## src/rtl/branch_redirect_unit.sv

```systemverilog
// Branch redirect unit: turns EX-stage taken/link strobes into a registered fetch
// redirect, an IF/ID flush window and a handshaked link-register write request.
module branch_redirect_unit #(
  parameter int ADDR_W       = 32,
  parameter int FLUSH_CYCLES = 2,
  parameter int LR_INDEX     = 14
) (
  input  logic              clk,
  input  logic              rst_n,
  input  logic              stall,
  input  logic              t_address,
  input  logic              bl_reg,
  input  logic [ADDR_W-1:0] target_addr,
  input  logic [ADDR_W-1:0] branch_pc,
  output logic              pc_load,
  output logic [ADDR_W-1:0] pc_target,
  output logic              flush_ifid,
  output logic              lr_wr_req,
  output logic [3:0]        lr_wr_addr,
  output logic [ADDR_W-1:0] lr_wr_data,
  input  logic              lr_wr_ack,
  output logic              busy
);

  typedef enum logic [1:0] {
    S_IDLE      = 2'd0,
    S_REDIRECT  = 2'd1,
    S_FLUSH     = 2'd2,
    S_LINK_WAIT = 2'd3
  } state_e;

  localparam int CNT_W = (FLUSH_CYCLES > 2) ? $clog2(FLUSH_CYCLES) : 1;
  localparam logic [CNT_W-1:0]  CNT_LOAD   = CNT_W'(FLUSH_CYCLES - 1);
  localparam logic [ADDR_W-1:0] ALIGN_MASK = {{(ADDR_W-2){1'b1}}, 2'b00};

  state_e            state_q, state_d;
  logic [CNT_W-1:0]  cnt_q, cnt_d;
  logic              link_pend_q, link_pend_d;
  logic [ADDR_W-1:0] pc_target_q, pc_target_d;
  logic [ADDR_W-1:0] lr_wr_data_q, lr_wr_data_d;

  // Next-state, flush counter and link handshake; link_pend_d already reflects this cycle's ack
  always_comb begin
    state_d      = state_q;
    cnt_d        = cnt_q;
    pc_target_d  = pc_target_q;
    lr_wr_data_d = lr_wr_data_q;
    if (link_pend_q && lr_wr_ack) begin
      link_pend_d = 1'b0;
    end else begin
      link_pend_d = link_pend_q;
    end

    case (state_q)
      S_IDLE: begin
        if (t_address && !stall) begin
          pc_target_d  = target_addr & ALIGN_MASK;
          lr_wr_data_d = branch_pc + ADDR_W'(4);
          link_pend_d  = bl_reg;
          state_d      = S_REDIRECT;
        end else begin
          state_d = S_IDLE;
        end
      end
      S_REDIRECT: begin
        if (FLUSH_CYCLES > 1) begin
          state_d = S_FLUSH;
          cnt_d   = CNT_LOAD;
        end else if (link_pend_d) begin
          state_d = S_LINK_WAIT;
        end else begin
          state_d = S_IDLE;
        end
      end
      S_FLUSH: begin
        if (cnt_q <= CNT_W'(1)) begin
          cnt_d   = '0;
          state_d = link_pend_d ? S_LINK_WAIT : S_IDLE;
        end else begin
          cnt_d = cnt_q - CNT_W'(1);
        end
      end
      S_LINK_WAIT: begin
        if (link_pend_d) begin
          state_d = S_LINK_WAIT;
        end else begin
          state_d = S_IDLE;
        end
      end
      default: begin
        state_d     = S_IDLE;
        cnt_d       = '0;
        link_pend_d = 1'b0;
      end
    endcase
  end

  // State and capture registers; reset abandons any in-flight redirect or link write
  always_ff @(posedge clk or negedge rst_n) begin
    if (!rst_n) begin
      state_q      <= S_IDLE;
      cnt_q        <= '0;
      link_pend_q  <= 1'b0;
      pc_target_q  <= '0;
      lr_wr_data_q <= '0;
    end else begin
      state_q      <= state_d;
      cnt_q        <= cnt_d;
      link_pend_q  <= link_pend_d;
      pc_target_q  <= pc_target_d;
      lr_wr_data_q <= lr_wr_data_d;
    end
  end

  assign pc_load    = (state_q == S_REDIRECT);
  assign flush_ifid = (state_q == S_REDIRECT) || (state_q == S_FLUSH);
  assign pc_target  = pc_target_q;
  assign lr_wr_req  = link_pend_q;
  assign lr_wr_addr = link_pend_q ? 4'(LR_INDEX) : 4'd0;
  assign lr_wr_data = lr_wr_data_q;
  assign busy       = (state_q != S_IDLE) || link_pend_q;

endmodule
```

## config.mk

```make
export PLATFORM = sky130hd
export DESIGN_NAME = branch_redirect_unit
export DESIGN_NICKNAME = d
export VERILOG_FILES = /design/src/rtl/branch_redirect_unit.sv
export SDC_FILE = /design/constraint.sdc
export NUM_CORES = 1
export LEC_CHECK = 0
export CAP_MARGIN = 20
export CORE_MARGIN = 2
export CORE_UTILIZATION = 38
export CTS_CLUSTER_DIAMETER = 30
export DETAILED_ROUTE_END_ITERATION = 7
export MAX_ROUTING_LAYER = met4
export PLACE_DENSITY_LB_ADDON = 0.08
export SLEW_MARGIN = 20
export SYNTH_ARGS = -nofsm -noshare
export SYNTH_HDL_FRONTEND = slang
export SYNTH_SLANG_ARGS = --single-unit
```

## constraint.sdc

```tcl
create_clock -name clk -period 1.6 [get_ports clk]
set_clock_uncertainty 0.15 [all_clocks]
set_input_delay 0.32 -clock clk [delete_from_list [all_inputs] [get_ports clk]]
set_output_delay 0.32 -clock clk [all_outputs]
set_load 0.01 [all_outputs]
```

# Word level (Yosys, flattened, before mapping)
# Cells that the tools add are included.
totals:
  regBits: 66
  in_bits: 70
  output_inout_bits: 72
  elab_cells: 31
op_classes:
  add_sub_neg: 2
  magnitude_cmp: 1
  n_eq_ne: 4
  muxes: 10
  reduce_logical: 9
ops:
  columns: ["cell", "count"]
  rows:
  - ["$add 32x3->32 const B", 1]
  - ["$pmux 2 s4", 1]
  - ["$mux 1", 5]
  - ["$eq 2x2->1 const B", 2]
  - ["$mux 2", 2]
  - ["$mux 4", 1]
  - ["$reduce_bool 2->1", 2]
  - ["$eq 2x1->1 const B", 1]
  - ["$logic_and 1x1->1", 2]
  - ["$logic_not 2->1", 1]
  - ["$logic_or 1x1->1", 2]
  - ["$ne 2x2->1 const B", 1]
  - ["$pmux 1 s2", 1]
  - ["$reduce_and 2->1", 1]
  - ["$le 1x1->1 const B", 1]
  - ["$logic_not 1->1", 1]
  - ["$sub 1x1->1 const B", 1]

# Logic depth before layout (Yosys ltp)
depth:
  ltp_word: 5
  depth_mapped: 7
  depth_no_buf: 6

# Worst setup path before layout
# OpenSTA, ideal clock, no wires.
synth_path:
  path_type: "input to register"
  startpoint: "in branch_pc[12]"
  endpoint: "reg lr_wr_data_q[23] (netlist: lr_wr_data[23])"
  setup_ns: 0.082
  arrival_time_ns: 1.775
  t_required_ns: 1.368
  setup_slack_ns: -0.407
  stages: 5
  path_buffers: 1
  cell_sequence: "nand4_1 > or4_4 > buf_6 > or4_1 > a31oi_1"
synth_via:
  elab_chain_cells: 1
synth_lines:
  columns: ["element", "line_no", "rtl"]
  rows:
  - ["from (decl)", "14", "input logic [ADDR_W-1:0] branch_pc,"]
  - ["$add 32x3->32", "58", "lr_wr_data_d = branch_pc + ADDR_W'(4);"]
  - ["to (signal assigned)", "111", "lr_wr_data_q <= lr_wr_data_d;"]
  - ["to (decl)", "40", "logic [ADDR_W-1:0] lr_wr_data_q, lr_wr_data_d;"]
# No other way between the ends.
# A chain may end at the register's enable or synchronous reset.

# Worst setup path in the final report
layout_path:
  startpoint: "in branch_pc[10]"
  endpoint: "reg lr_wr_data_q[22] (netlist: lr_wr_data[22])"
# Same word-level chain as after synthesis.

==> flow_metrics.py <==
metrics = {
    "status": {
        "outcome": "finished, violations left",
        "failed_checks": "negative setup slack",
    },
    "die": {
        "initial_core_util_pct": 38.8,
        "rows": 33,
        "chipWidth_um": 94.9,
        "die-area_um2": 9000,
        "core_area_um2": 8090,
        "die_h_um": 94.9,
        "pin_count": 142,
    },
    "min_path": {
        "min_path_type": "in -> reg",
    },
    "finish": {
        "layout.cells.non_filler": 669,
        "layout_common_cells": "111 x nand2_1, 71 x dlygate4sd2_1, 65 x dfrtp_1",
        "nets": 634,
        "final.fill_count": 707,
        "diodes": 0,
        "mostFrequentLayoutCell": "nand2_1",
        "final_area_um2": 5560,
        "utilization_pct": 68.7,
        "drive_gt1_share_pct": 28.7,
        "syn2layout_area_growth_pct": 77.0,
    },
    "place": {
        "place.gp.congestion": 0.871,
        "hpwlAfterDp_um": 6400,
        "dp.cells": 632,
        "pre_cts_ws_ns": -1.00,
        "placed_area_um2": 4960,
        "port_buffers": 136,
    },
    "critical_path": {
        "crit_fanout": 5,
        "cp.required_ns": 1.71,
        "path_cells": "buf_4 -> nand4_4 -> or4_4 -> or4_4 -> a31oi_4",
        "regToRegSetupSlack_ns": -0.09,
        "endpoint_kind": "register",
        "crit_top_cell": "or4_4",
        "critical_path_class": "in -> reg",
        "crit_slowest_cell": "or4_4",
        "critical_path_arrival_ns": 1.85,
        "start_kind": "input port",
        "cp_slowest_stage_delay_ns": 0.60,
    },
    "power": {
        "p_total_mw": 4.94,
        "power_density_nw_per_um2": 889,
        "peakVddDrop_uv": 427,
        "p_leak_nw": 2.68,
    },
    "timing": {
        "min_period_over_period_pct": 108,
        "slew_viol_final": 0,
        "grt_setup_unrepaired": "yes",
        "finalCriticalPeriod_ns": 1.73,
        "fin_ws_ns": -0.135,
        "hold_viol_final": 0,
        "fin_setup_tns_ns": -0.969,
        "finalSetupViolations": 18,
        "max_freq_ghz": 0.576,
        "holdWs_ns": 0.141,
    },
    "clock_tree": {
        "cts.htree.levels": 3,
        "clock_latency_ns": 0.34,
        "path_clk_slew_ns": 0.07,
        "numClockSinks": 65,
        "cts_root_buf": "clkbuf_8",
        "clk_path_buf_depth": 2,
        "numCtsBuffers": 9,
        "cts_tree": "built",
    },
    "global_routing": {
        "antenna_found_initial": 0,
        "grt_max_degree": 66,
        "grt_pass1_vias": 3232,
        "grt-ovfl-total": 0,
        "grt_pass1_wl_um": 15100,
        "grt.total_usage_pct": 22.0,
    },
    "route": {
        "drtPass1Iterations": 4,
        "drt_iter0_markers": 87,
        "ant_nets": 0,
        "vias_per_cell": 4.92,
        "wl_um": 9550,
        "wire_per_inst_um": 14.3,
        "drc": 0,
        "vias": 3289,
    },
    "logic_synthesis": {
        "ys_ff_latch": 65,
        "ys_types": 29,
        "yosysWarnings": 0,
        "syn-cell-area_um2": 3140,
        "netlist_instances": 360,
        "syn_area_per_cell_um2": 8.72,
        "ys_seq_area_share_pct": 51.8,
    },
    "flow_run": {
        "maxCapViolations": 0,
    },
}
[cells by family (layout without fill, tap and decap cells)]
| family | after synthesis | in the layout | share of synthesized area, % |
|---|---|---|---|
| buffers and inverters | 32 | 232 | 4.78 |
| AOI/OAI and AO/OA | 45 | 45 | 8.65 |
| DFF | 65 | 65 | 51.8 |
| adders and majority gates | 5 | 5 | 1.99 |
| xor gates and xnor gates | 14 | 14 | 3.91 |
| other | 1 | 3 | 0.119 |
| and+or+nand+nor | 198 | 200 | 28.7 |
[routing by layer]
metal / vias up / GRT usage [%] / wire (um)
met5: - / - / 0
met4: 0 / 8.21 / 176
met3: 14 / 4.39 / 631
met2: 109 / 36.9 / 4640
met1: 1548 / 26.3 / 4110
li1: 1618 / - / -
[cell type report]
| cell class | count | area [um2] | share of cell area (%) |
|---|---|---|---|
| Multi-Input combinational cell | 267 | 1650 | 29.7 |
| Timing Repair Buffer | 211 | 1970 | 35.4 |
| Clock inverter | 6 | 35.0 | 0.630 |
| Tap cell | 105 | 131 | 2.36 |
| Inverter | 5 | 18.8 | 0.338 |
| Sequential cell | 65 | 1630 | 29.3 |
| Clock buffer | 10 | 128 | 2.30 |
[state kept, by name, indices dropped and copies added, names as in the netlist]
register,flops
lr_wr_data,32
lr_wr_req,1
pc_target,30
state_q,2
[critical path, delay by kind of cell]
| family | cells | cell delay (ns) |
|---|---|---|
| buffers and inverters | 1 | 0.10 |
| and+or+nand+nor | 3 | 1.26 |
| AOI/OAI and AO/OA | 1 | 0.17 |
[final timing paths]
check                               from              to  cells past startpoint
max                        branch_pc[10]  lr_wr_data[22]                      5
min                        branch_pc[17]  lr_wr_data[17]                      3
max reg2reg                   state_q[0]  lr_wr_data[22]                      8
min reg2reg                 pc_target[2]    pc_target[2]                      2
max in group asynchronous          rst_n   lr_wr_data[2]                      3
min in group asynchronous          rst_n   pc_target[23]                      3
[cell usage after synthesis]
library cell  count  area share (%)
o21ai_0          21             3.3
o31ai_1           8             1.9
clkbuf_1         20             2.4
nor4_1            4            0.80
xnor2_1           7             2.0
nand4_2           1            0.40
a31o_2            2            0.56
or4_1             8             1.9
xor2_1            7             2.0
buf_4             6             1.4
and3b_1           1            0.28
and3_1            5             1.0
buf_6             1            0.36
ha_1              5             2.0
dfrtp_1          65              52
or4_4             1            0.36
conb_1            1            0.12
a21o_1            1            0.24
nor2b_1           1            0.20
nand2b_1          1            0.20
nand2_1         125              15
or3_1             3            0.60
nor2_1           18             2.2
inv_1             5            0.60
nand3_1          13             2.1
nand4_1          11             2.2
and4_1            5             1.4
a31oi_1          13             2.6
nand3b_1          1            0.24
[timing repair]
action,in CTS,in global routing
endpoints found under the hold margin,65,0
gates resized for setup,195,70
pin swaps,30,22
hold buffers,1,0
cloned,5,1
setup endpoints to repair,127,68
setup buffers,16,0
[where the power goes]
| part | internal, mW | switching (mW) |
|---|---|---|
| clock | 0.551 | 0.627 |
| combinational | 0.841 | 0.763 |
| sequential | 1.97 | 0.188 |
| total | 3.36 | 1.58 |
Power figures use the tool's default switching activity.
